### src/rtl/power_sequencer_pkg.sv
// ============================================================================
// Module      : power_sequencer_pkg
// Description : Shared state encodings, component indices and helpers.
// Revision    : 1.0 - initial release
// ============================================================================
`default_nettype none

package power_sequencer_pkg;

    localparam int SWIDTH = 3;

    typedef enum logic [SWIDTH-1:0] {
        S_OFF   = 3'd0,
        S_RESET = 3'd1,
        S_STAGE = 3'd2,
        S_RUN   = 3'd3,
        S_SHED  = 3'd4
    } state_t;

    localparam logic [1:0] AIRFLOW   = 2'd0;
    localparam logic [1:0] THRUSTERS = 2'd1;
    localparam logic [1:0] SOLAR     = 2'd2;

    // (p + k) mod 3 for p, k in 0..2
    function automatic logic [1:0] rr_step(input logic [1:0] p, input logic [1:0] k);
        logic [2:0] sum;
        sum = {1'b0, p} + {1'b0, k};
        if (sum >= 3'd3) begin
            sum = sum - 3'd3;
        end
        return sum[1:0];
    endfunction

endpackage

`default_nettype wire

### src/rtl/power_grant_arbiter.sv
// ============================================================================
// Module      : power_grant_arbiter
// Description : Combinational greedy budget arbiter with round-robin order.
// Revision    : 1.0 - initial release
// ============================================================================
`default_nettype none

module power_grant_arbiter
    import power_sequencer_pkg::*;
#(
    parameter int DEMAND_W = 8,
    parameter int BUDGET_W = 11
) (
    input  logic [2:0]          req_i,
    input  logic [DEMAND_W-1:0] demand0_i,
    input  logic [DEMAND_W-1:0] demand1_i,
    input  logic [DEMAND_W-1:0] demand2_i,
    input  logic [BUDGET_W-1:0] budget_i,
    input  logic [1:0]          rr_ptr_i,
    input  logic                alert_i,
    input  logic                shed_i,
    output logic [2:0]          grant_next_o,
    output logic [BUDGET_W-1:0] spent_o,
    output logic [1:0]          rr_ptr_next_o
);

    logic                w_air_first;
    logic [2:0]          w_req_eff;
    logic [BUDGET_W-1:0] w_remain;
    logic [BUDGET_W-1:0] w_dem;
    logic [1:0]          w_idx;
    logic                w_visit;

    assign w_air_first = alert_i | shed_i;
    assign w_req_eff   = req_i & {1'b1, ~shed_i, 1'b1};

    // Slot 0 is the airflow priority slot; slots 1..3 walk round-robin.
    always_comb begin
        grant_next_o  = '0;
        spent_o       = '0;
        rr_ptr_next_o = rr_ptr_i;
        w_remain      = budget_i;
        w_idx         = AIRFLOW;
        w_visit       = 1'b0;
        w_dem         = '0;
        for (int s = 0; s < 4; s++) begin
            if (s == 0) begin
                w_idx   = AIRFLOW;
                w_visit = w_air_first;
            end else begin
                w_idx   = rr_step(rr_ptr_i, 2'(s - 1));
                w_visit = !(w_air_first && (w_idx == AIRFLOW));
            end
            case (w_idx)
                AIRFLOW:   w_dem = BUDGET_W'(demand0_i);
                THRUSTERS: w_dem = BUDGET_W'(demand1_i);
                default:   w_dem = BUDGET_W'(demand2_i);
            endcase
            if (w_visit && w_req_eff[w_idx] && (w_dem <= w_remain)) begin
                grant_next_o[w_idx] = 1'b1;
                w_remain            = w_remain - w_dem;
                spent_o             = spent_o + w_dem;
                rr_ptr_next_o       = rr_step(w_idx, 2'd1);
            end
        end
    end

endmodule

`default_nettype wire

### src/rtl/power_sequencer.sv
// ============================================================================
// Module      : power_sequencer
// Description : Staged component start-up plus run-time power budgeting
//               with hysteretic thruster load shedding.
// Revision    : 1.0 - initial release
// ============================================================================
`default_nettype none

module power_sequencer
    import power_sequencer_pkg::*;
#(
    parameter int DEMAND_W   = 8,
    parameter int BATT_W     = 10,
    parameter int BATT_CAP   = 1000,
    parameter int BATT_INIT  = 500,
    parameter int LOW_MARK   = 100,
    parameter int HIGH_MARK  = 300,
    parameter int RST_CYCLES = 4,
    parameter int STAGGER    = 8
) (
    input  logic                clk,
    input  logic                rst,
    input  logic                start_i,
    input  logic [2:0]          req_i,
    input  logic [DEMAND_W-1:0] demand0_i,
    input  logic [DEMAND_W-1:0] demand1_i,
    input  logic [DEMAND_W-1:0] demand2_i,
    input  logic [DEMAND_W-1:0] gen_i,
    input  logic                alert_i,
    output logic [2:0]          en_o,
    output logic [2:0]          comp_rst_o,
    output logic [2:0]          grant_o,
    output logic [BATT_W-1:0]   battery_o,
    output logic                brownout_o
);

    localparam int BUDGET_W = BATT_W + 1;
    localparam int CNT_MAX  = (3 * STAGGER > RST_CYCLES) ? 3 * STAGGER : RST_CYCLES;
    localparam int CNT_W    = $clog2(CNT_MAX) + 1;

    localparam logic [CNT_W-1:0]    C_RST_LAST   = CNT_W'(RST_CYCLES - 1);
    localparam logic [CNT_W-1:0]    C_AIR_CNT    = CNT_W'(STAGGER - 1);
    localparam logic [CNT_W-1:0]    C_THR_CNT    = CNT_W'(2 * STAGGER - 1);
    localparam logic [CNT_W-1:0]    C_STAGE_LAST = CNT_W'(3 * STAGGER - 1);
    localparam logic [BUDGET_W-1:0] C_CAP_EXT    = BUDGET_W'(BATT_CAP);

    state_t              state_q;
    logic [CNT_W-1:0]    cnt_q;
    logic [2:0]          en_q;
    logic [2:0]          comp_rst_q;
    logic [2:0]          grant_q;
    logic [BATT_W-1:0]   battery_q;
    logic                brownout_q;
    logic [1:0]          rr_ptr_q;

    logic                w_active;
    logic [2:0]          w_arb_req;
    logic [BUDGET_W-1:0] w_budget;
    logic [BUDGET_W-1:0] w_spent;
    logic [BUDGET_W-1:0] w_remain;
    logic [2:0]          grant_d;
    logic [1:0]          rr_ptr_d;
    logic [BATT_W-1:0]   battery_d;

    assign w_active  = (state_q == S_RUN) || (state_q == S_SHED);
    assign w_arb_req = w_active ? req_i : 3'b000;
    assign w_budget  = {1'b0, battery_q} + BUDGET_W'(gen_i);

    power_grant_arbiter #(
        .DEMAND_W (DEMAND_W),
        .BUDGET_W (BUDGET_W)
    ) u_arbiter (
        .req_i         (w_arb_req),
        .demand0_i     (demand0_i),
        .demand1_i     (demand1_i),
        .demand2_i     (demand2_i),
        .budget_i      (w_budget),
        .rr_ptr_i      (rr_ptr_q),
        .alert_i       (alert_i),
        .shed_i        (state_q == S_SHED),
        .grant_next_o  (grant_d),
        .spent_o       (w_spent),
        .rr_ptr_next_o (rr_ptr_d)
    );

    // The arbiter never spends more than the budget, so this cannot wrap.
    assign w_remain  = w_budget - w_spent;
    assign battery_d = (w_remain > C_CAP_EXT) ? BATT_W'(BATT_CAP) : w_remain[BATT_W-1:0];

    always_ff @(posedge clk) begin
        if (!rst) begin
            state_q    <= S_OFF;
            cnt_q      <= '0;
            en_q       <= 3'b000;
            comp_rst_q <= 3'b111;
            grant_q    <= 3'b000;
            battery_q  <= BATT_W'(BATT_INIT);
            brownout_q <= 1'b0;
            rr_ptr_q   <= 2'd0;
        end else if ((state_q != S_OFF) && !start_i) begin
            state_q    <= S_OFF;
            cnt_q      <= '0;
            en_q       <= 3'b000;
            comp_rst_q <= 3'b111;
            grant_q    <= 3'b000;
            brownout_q <= 1'b0;
        end else begin
            unique case (state_q)
                S_OFF: begin
                    if (start_i) begin
                        state_q <= S_RESET;
                        cnt_q   <= '0;
                    end
                end
                S_RESET: begin
                    battery_q <= battery_d;
                    if (cnt_q == C_RST_LAST) begin
                        state_q     <= S_STAGE;
                        cnt_q       <= '0;
                        comp_rst_q  <= 3'b000;
                        en_q[SOLAR] <= 1'b1;
                    end else begin
                        cnt_q <= cnt_q + 1'b1;
                    end
                end
                S_STAGE: begin
                    battery_q <= battery_d;
                    if (cnt_q == C_AIR_CNT) begin
                        en_q[AIRFLOW] <= 1'b1;
                    end
                    if (cnt_q == C_THR_CNT) begin
                        en_q[THRUSTERS] <= 1'b1;
                    end
                    if (cnt_q == C_STAGE_LAST) begin
                        state_q <= S_RUN;
                        cnt_q   <= '0;
                    end else begin
                        cnt_q <= cnt_q + 1'b1;
                    end
                end
                S_RUN: begin
                    grant_q   <= grant_d;
                    battery_q <= battery_d;
                    rr_ptr_q  <= rr_ptr_d;
                    if (battery_q < BATT_W'(LOW_MARK)) begin
                        state_q         <= S_SHED;
                        en_q[THRUSTERS] <= 1'b0;
                        brownout_q      <= 1'b1;
                    end
                end
                S_SHED: begin
                    grant_q   <= grant_d;
                    battery_q <= battery_d;
                    rr_ptr_q  <= rr_ptr_d;
                    if (battery_q >= BATT_W'(HIGH_MARK)) begin
                        state_q         <= S_RUN;
                        en_q[THRUSTERS] <= 1'b1;
                        brownout_q      <= 1'b0;
                    end
                end
                default: begin
                    state_q <= S_OFF;
                end
            endcase
        end
    end

    assign en_o       = en_q;
    assign comp_rst_o = comp_rst_q;
    assign grant_o    = grant_q;
    assign battery_o  = battery_q;
    assign brownout_o = brownout_q;

endmodule

`default_nettype wire

### config.mk
export PLATFORM = sky130hd
export DESIGN_NAME = power_sequencer
export DESIGN_NICKNAME = d
export VERILOG_FILES = /design/src/rtl/power_sequencer_pkg.sv /design/src/rtl/power_grant_arbiter.sv /design/src/rtl/power_sequencer.sv
export SDC_FILE = /design/constraint.sdc
export NUM_CORES = 1
export LEC_CHECK = 0
export CELL_PAD_IN_SITES_DETAIL_PLACEMENT = 0
export CELL_PAD_IN_SITES_GLOBAL_PLACEMENT = 2
export CORE_MARGIN = 2
export CORE_UTILIZATION = 34
export CTS_CLUSTER_DIAMETER = 150
export CTS_CLUSTER_SIZE = 30
export DETAILED_ROUTE_END_ITERATION = 8
export GPL_ROUTABILITY_DRIVEN = 1
export HOLD_SLACK_MARGIN = 0.06
export PLACE_DENSITY = 0.79
export SYNTH_ARGS = -nofsm -noshare
export SYNTH_HDL_FRONTEND = slang
export SYNTH_SLANG_ARGS = --single-unit
### constraint.sdc
create_clock -name clk -period 22.4 [get_ports clk]
set_input_delay 4.48 -clock clk [delete_from_list [all_inputs] [get_ports clk]]
set_output_delay 4.48 -clock clk [all_outputs]
set_load 0.01 [all_outputs]
Word level (Yosys, flattened, before mapping):

Index checks and enable logic that the tools add are counted.

* register bits: 31
* bits of input ports: 39
* output and inout port bits: 20
* logic and storage cells: 169

* add/sub/neg operators: 20
* $lt $le $gt $ge: 19
* eq/ne operators: 17
* muxes and demuxes: 55
* bitwise operators: 8
* reduce and logical (&&, ||, !) cells: 40

Operators by type and width (number)
* 11-bit two-way mux: 6
* 8-bit case mux with 2 select lines: 3
* 8-bit by 11-bit less-or-equal comparator with 1-bit output: 3
* 3-bit two-way mux: 9
* 11-bit by 8-bit adder with 11-bit output: 2
* 11-bit subtractor: 2
* 11-bit by 8-bit subtractor with 11-bit output: 2
* 2-bit two-way mux: 10
* 6-bit two-way mux: 3
* 6-bit case mux with 3 select lines: 1
* 3-bit by 2-bit greater-or-equal comparator with 1-bit output, second input constant: 5
* 1-bit logical AND: 15
* 3-bit case mux with 5 select lines: 1
* 2-bit by 1-bit adder with 3-bit output, second input constant: 4
* 1-bit two-way mux: 12
* 2-bit subtractor, second input constant: 6
* 10-bit by 8-bit adder with 11-bit output: 1
* 11-bit adder: 1
* 11-bit by 10-bit greater-than comparator with 1-bit output, second input constant: 1
* 11-bit less-or-equal comparator: 1
* 10-bit by 9-bit greater-or-equal comparator with 1-bit output, second input constant: 1
* 10-bit by 7-bit less-than comparator with 1-bit output, second input constant: 1
* 10-bit two-way mux: 1
* 2-bit != test, second input constant: 5
* other kinds (36): 63

Longest topological paths before layout:

Gate-level depths: netlist (run 1).

* depth in word-level cells: 19
* depth in mapped cells: 71
* gate-level depth less buffers: 65

Modules after synthesis:

From an unflattened synthesis (run 1), not the netlist that was laid out.

* cells, all modules: 844
* area total of the unflattened synthesis: 6299.8 um^2

By module, submodules not included
* power_grant_arbiter: times used 1, cells an instance 546, area an instance 3965.1 um^2, seq. area each 0.0 um^2
* power_sequencer: times used 1, cells an instance 298, area an instance 2334.7 um^2, seq. area each 580.6 um^2

Worst setup path before layout (run 1):

No wires, ideal clock.

* path kind: input -> register
* from: in gen_i[0]
* to: reg battery_q[4], in the netlist battery_o[4]
* library setup time: 122 ps
* arrival: 17954 ps
* data required time: 22278 ps
* setup slack: 4325 ps
* stages on the path: 68
* path buffers: 6
* path through: ha_1 fa_1 a21o_1 o21a_4 nor2_1 xnor2_1 ha_1 a211o_1 o311ai_2 and4b_1 nand3_1 nand2_1 clkbuf_1 o31ai_1 ha_1 o21a_1 o31a_1 o31ai_1 [32 not listed] a21oi_1 clkbuf_1 clkbuf_1 nand2_1 o21ai_0 ha_1 o21ai_0 nand2b_1 a21o_1 a21o_1 a21o_1 a21o_1 xor2_1 o2111ai_1 or3_1 o22ai_1 nor3_1 a221o_1

* cells in the longest elaborated chain, start to end: 16
* elaborated cells between the ends (all ways): 25
* classes of those cells: add/sub (8); order compare (5); mux (8); reduce/logical (4)

Ends and longest elaborated chain
* from (decl): line power_sequencer.sv:28 `input logic [DEMAND_W-1:0] gen_i,`
* 10-bit by 8-bit adder with 11-bit output *: line power_sequencer.sv:67 `assign w_budget = {1'b0, battery_q} + BUDGET_W'(gen_i);`
* 8-bit by 11-bit less-or-equal comparator with 1-bit output: line power_grant_arbiter.sv:59 `if (w_visit && w_req_eff[w_idx] && (w_dem <= w_remain)) begin`
* 1-bit logical AND: line power_grant_arbiter.sv:59
* 11-bit two-way mux: line power_grant_arbiter.sv:59
* 11-bit less-or-equal comparator: line power_grant_arbiter.sv:59
* 1-bit logical AND: line power_grant_arbiter.sv:59
* 11-bit two-way mux: line power_grant_arbiter.sv:59
* 8-bit by 11-bit less-or-equal comparator with 1-bit output: line power_grant_arbiter.sv:59
* 1-bit logical AND: line power_grant_arbiter.sv:59
* 11-bit two-way mux: line power_grant_arbiter.sv:59
* 8-bit by 11-bit less-or-equal comparator with 1-bit output: line power_grant_arbiter.sv:59
* 1-bit logical AND: line power_grant_arbiter.sv:59
* 11-bit two-way mux: line power_grant_arbiter.sv:59
* 11-bit subtractor *: line power_sequencer.sv:87 `assign w_remain = w_budget - w_spent;`
* 11-bit by 10-bit greater-than comparator with 1-bit output: line power_sequencer.sv:88 `assign battery_d = (w_remain > C_CAP_EXT) ? BATT_W'(BATT_CAP) : w_remain[BATT_W-1:0];`
* 10-bit two-way mux *: line power_sequencer.sv:88
* to (signal assigned): line power_sequencer.sv:97 `battery_q <= BATT_W'(BATT_INIT);`
* to (signal assigned): line power_sequencer.sv:116 `battery_q <= battery_d;`
* to (signal assigned): line power_sequencer.sv:127 `battery_q <= battery_d;`
* to (decl): line power_sequencer.sv:52 `logic [BATT_W-1:0] battery_q;`

Mark *: on every way between the ends. The rest lies on a longest branch, timed or not.
A chain may end at the register's enable or synchronous reset.

Final worst setup path (run 1):

Ends and elaborated chain as after synthesis.

==> results of run 1 <==
-- area by class of cell --
type,instances,share of cell area
timing repair buffer,64,0.08856
multi-input combinational,723,0.7352
clock buffer,7,0.02019
inverter,56,0.02976
sequential,29,0.08218
tap,225,0.03985
clock inverter,1,0.004251
-- worst min path at each step --
| stage | start | end | slack [ns] | depth (start not counted) |
|---|---|---|---|---|
| 6_report | en_o[2] | en_o[2] | 0.47 | 2 |
| 3_5_place_dp | en_o[2] | en_o[2] | 0.46 | 2 |
| 3_3_place_gp | en_o[2] | en_o[2] | 0.45 | 2 |
| 2_1_floorplan | cnt_q[1] | cnt_q[1] | 0.48 | 2 |
| 4_1_cts | en_o[2] | en_o[2] | 0.47 | 2 |
| 5_1_grt | en_o[2] | en_o[2] | 0.50 | 2 |
-- registers in the layout, indices dropped and copies added, names as in the netlist --
register	cells
battery_o	10
brownout_o	1
cnt_q	6
comp_rst_o	1
en_o	3
grant_o	3
rr_ptr_q	2
state_q	3
-- through the flow --
stage	setup slack, ns	power (W)
2_1_floorplan	4.325	0.0006593
3_3_place_gp	3.508	0.0008589
3_5_place_dp	3.116	0.0008619
4_1_cts	3.338	0.0009493
5_1_grt	2.005	0.001047
6_report	3.238	0.0009576
-- worst min-delay path, delay by kind of cell (launching register included) --
kind          cells  cell delay (ns)
simple gates      2             0.12
flops             1             0.32
-- where the power goes --
group / total (W) / internal [W] / switching (W)
registers: 0.0000866 / 0.0000635 / 0.0000231
logic: 0.000791 / 0.000316 / 0.000475
clock network: 0.0000805 / 0.0000555 / 0.0000250
total: 0.000958 / 0.000435 / 0.000523
-- cell usage in the layout, fill, tap and decap left out, types with 15 or more instances in the layout --
cell type,count
sky130_fd_sc_hd__o21ai_0,80
sky130_fd_sc_hd__ha_1,79
sky130_fd_sc_hd__nand2_1,78
sky130_fd_sc_hd__nor2_1,64
sky130_fd_sc_hd__a21oi_1,63
sky130_fd_sc_hd__clkdlybuf4s50_1,58
sky130_fd_sc_hd__inv_1,55
sky130_fd_sc_hd__xnor2_1,31
sky130_fd_sc_hd__dfxtp_1,29
sky130_fd_sc_hd__nor3_1,26
sky130_fd_sc_hd__xor2_1,25
sky130_fd_sc_hd__a22oi_1,24
sky130_fd_sc_hd__a21o_1,24
sky130_fd_sc_hd__nand2b_1,17
sky130_fd_sc_hd__mux2_2,16
sky130_fd_sc_hd__nand3_1,15
-- logic make-up after synthesis --
group	share of synthesized area
compound gates	0.3157
mux	0.04756
buf+inv	0.05638
xor+xnor	0.08569
flops	0.09512
fa+ha+maj	0.1931
simple gates	0.2064
-- per-layer routing --
| layer | GRT usage | vias to the layer above | wire length, um | share of wire |
|---|---|---|---|---|
| met2 | 0.3603 | 174 | 9662 | 0.45 |
| met4 | 0.04649 | 0 | 340 | 0.016 |
| met1 | 0.3265 | 3053 | 10520 | 0.49 |
| met3 | 0.03107 | 22 | 918 | 0.043 |
| li1 | - | 3145 | - | - |
| met5 | 0 | - | 0 | 0 |
==> results.yml, run 1 <==
synth:
  synth-edff-count: 0
  postSynth.asyncResetShare: 0
  synth_area_mm2: 0.006103
  netlist-cell-type-count: 76
  ys_top_cells_by_area: "sky130_fd_sc_hd__ha_1, sky130_fd_sc_hd__dfxtp_1, sky130_fd_sc_hd__o21ai_0"
  synth_top_cell_by_area: "sky130_fd_sc_hd__ha_1"
  synth-seq-area-share: 0.09512
  post-synth-top-count-cell: "sky130_fd_sc_hd__o21ai_0"
  postSynthRegisterBits: 29
  synth_fp_nets: 967
  netlist_top_cells_count: "sky130_fd_sc_hd__o21ai_0, sky130_fd_sc_hd__ha_1, sky130_fd_sc_hd__nand2_1"
  ys_dominant_reg_cell: "sky130_fd_sc_hd__dfxtp_1"
  synth_top_area_frac: 0.1620
  synth_area_per_cell_um2: 7.257
  gate_count_after_technology_mapping: 841
  yosysWarningCount: 0
worst_hold_path:
  hp-class: "flip-flop to flip-flop"
sta:
  setup_repair_after_global_routing_missed_its_margin: "no"
  maxClockFrequency_ghz: 0.05219
  slew_violations: 0
  slew_headroom: 0.3034
  tightestPinTransition_ns: 1.041
  finalClockSkew_ns: 0.003291
  timing.final.setup_violations: 0
  period_minus_slack_ns: 19.16
  timing.final.hold_violations: 0
  setup-tns-final_ns: 0
  final_min_period_over_clock_period: 0.8554
  hold-worst-slack_ns: 0.4700
floorplanning:
  rows: 48
  floorplan.die.height_um: 138.0
  die_area_mm2: 0.01904
  die_w_um: 138.0
  initial_core_util: 0.3504
  standard_cell_core_area_mm2: 0.01742
  io_pins: 59
worst_setup_path:
  setup.worst_path.start: "gen_i[0]"
  cp_slowest_stage_delay_ns: 0.68
  cp.arrival_ns: 19.33
  crit_family: "compound AO/OA/AOI/OAI gates"
  critical_path.n_buffers_inverters: 6
  cell_repeated_most_along_the_worst_path: "sky130_fd_sc_hd__ha_1"
  worst-r2r-setup-slack_ns: 7.54
  critPathMaxFanout: 33
  crit_cells: 67
  required_ns: 22.57
  r2r.worst_path.cells: 66
  timing.rr.start: "battery_o[0]"
  timing.rr.end: "battery_o[4]"
  crit_type: "primary input to flip-flop"
  cp-endpoint: "battery_o[4]"
  cpMaxStageDelayCell: "sky130_fd_sc_hd__a31oi_1"
  worstSetupStartpointType: "primary input"
  cp_endpoint_kind: "flip-flop"
clock_tree:
  cts-root-to-sink-buffers: 2
  tritoncts: "yes"
  cts.root.buffer_cell: "sky130_fd_sc_hd__clkbuf_16"
  clock_insertion_delay_worst_skew_ns: 0.28
  cts-buffers-inserted: 5
  post_cts_buffers: 0
  cts.repair.resized: 0
  cts_hold_repair.buffers: 0
  clk_transition_reported_paths_ns: 0.05
  clock_tree.htree_level_count: 2
  numClockSinks: 29
global_routing:
  first_global_vias: 6139
  grt_pass1_wl_mm: 33.41
  grt_use_total: 0.2268
  grt_max_degree: 43
  overflow: 0
  antenna_found_initial: 0
cells_and_area:
  stdcell_area_mm2: 0.007064
  layout.filler_cells: 1802
  syn_to_final_growth_pct: 15.74
  regArea_um2: 580.6
  layout.nets: 1005
  num_antenna_cells: 0
  final_layout_size_suffix_gt1_frac: 0.05568
  fin_util: 0.4056
  multi_input_comb_area_mm2: 0.005194
  fin_cells: 1105
placement:
  detailed_place.area_mm2: 0.006892
  place.detailed.hpwl_mm: 17.80
  place.gp.congestion: 0.9205
  port_buffers: 58
  dpl.cell_count: 1097
power_and_ir_drop:
  cellLeakagePower_nw: 3.006
  ir_drop_mv: 0.06676
  power.density_cell_area_mw_per_mm2: 135.6
run:
  max_cap_viol_count: 0
routing:
  vias_per_cell: 5.786
  drt_pass1_iterations: 5
  drt_drc_violations_left: 0
  drt_iter0_drc: 421
  antenna_left: 0
  post_drt_wl_per_cell_um: 19.41
  vias: 6394
  totalWireLength_mm: 21.45
run_status:
  status: "completed"
(Power assumes the default switching activity.)
==> inputs of run 2 (changes only) <==
HOLD_SLACK_MARGIN = 0.03   (was 0.06)
==> results of run 2 <==
The final DEF is identical to that of run 1; final timing and power are the same.
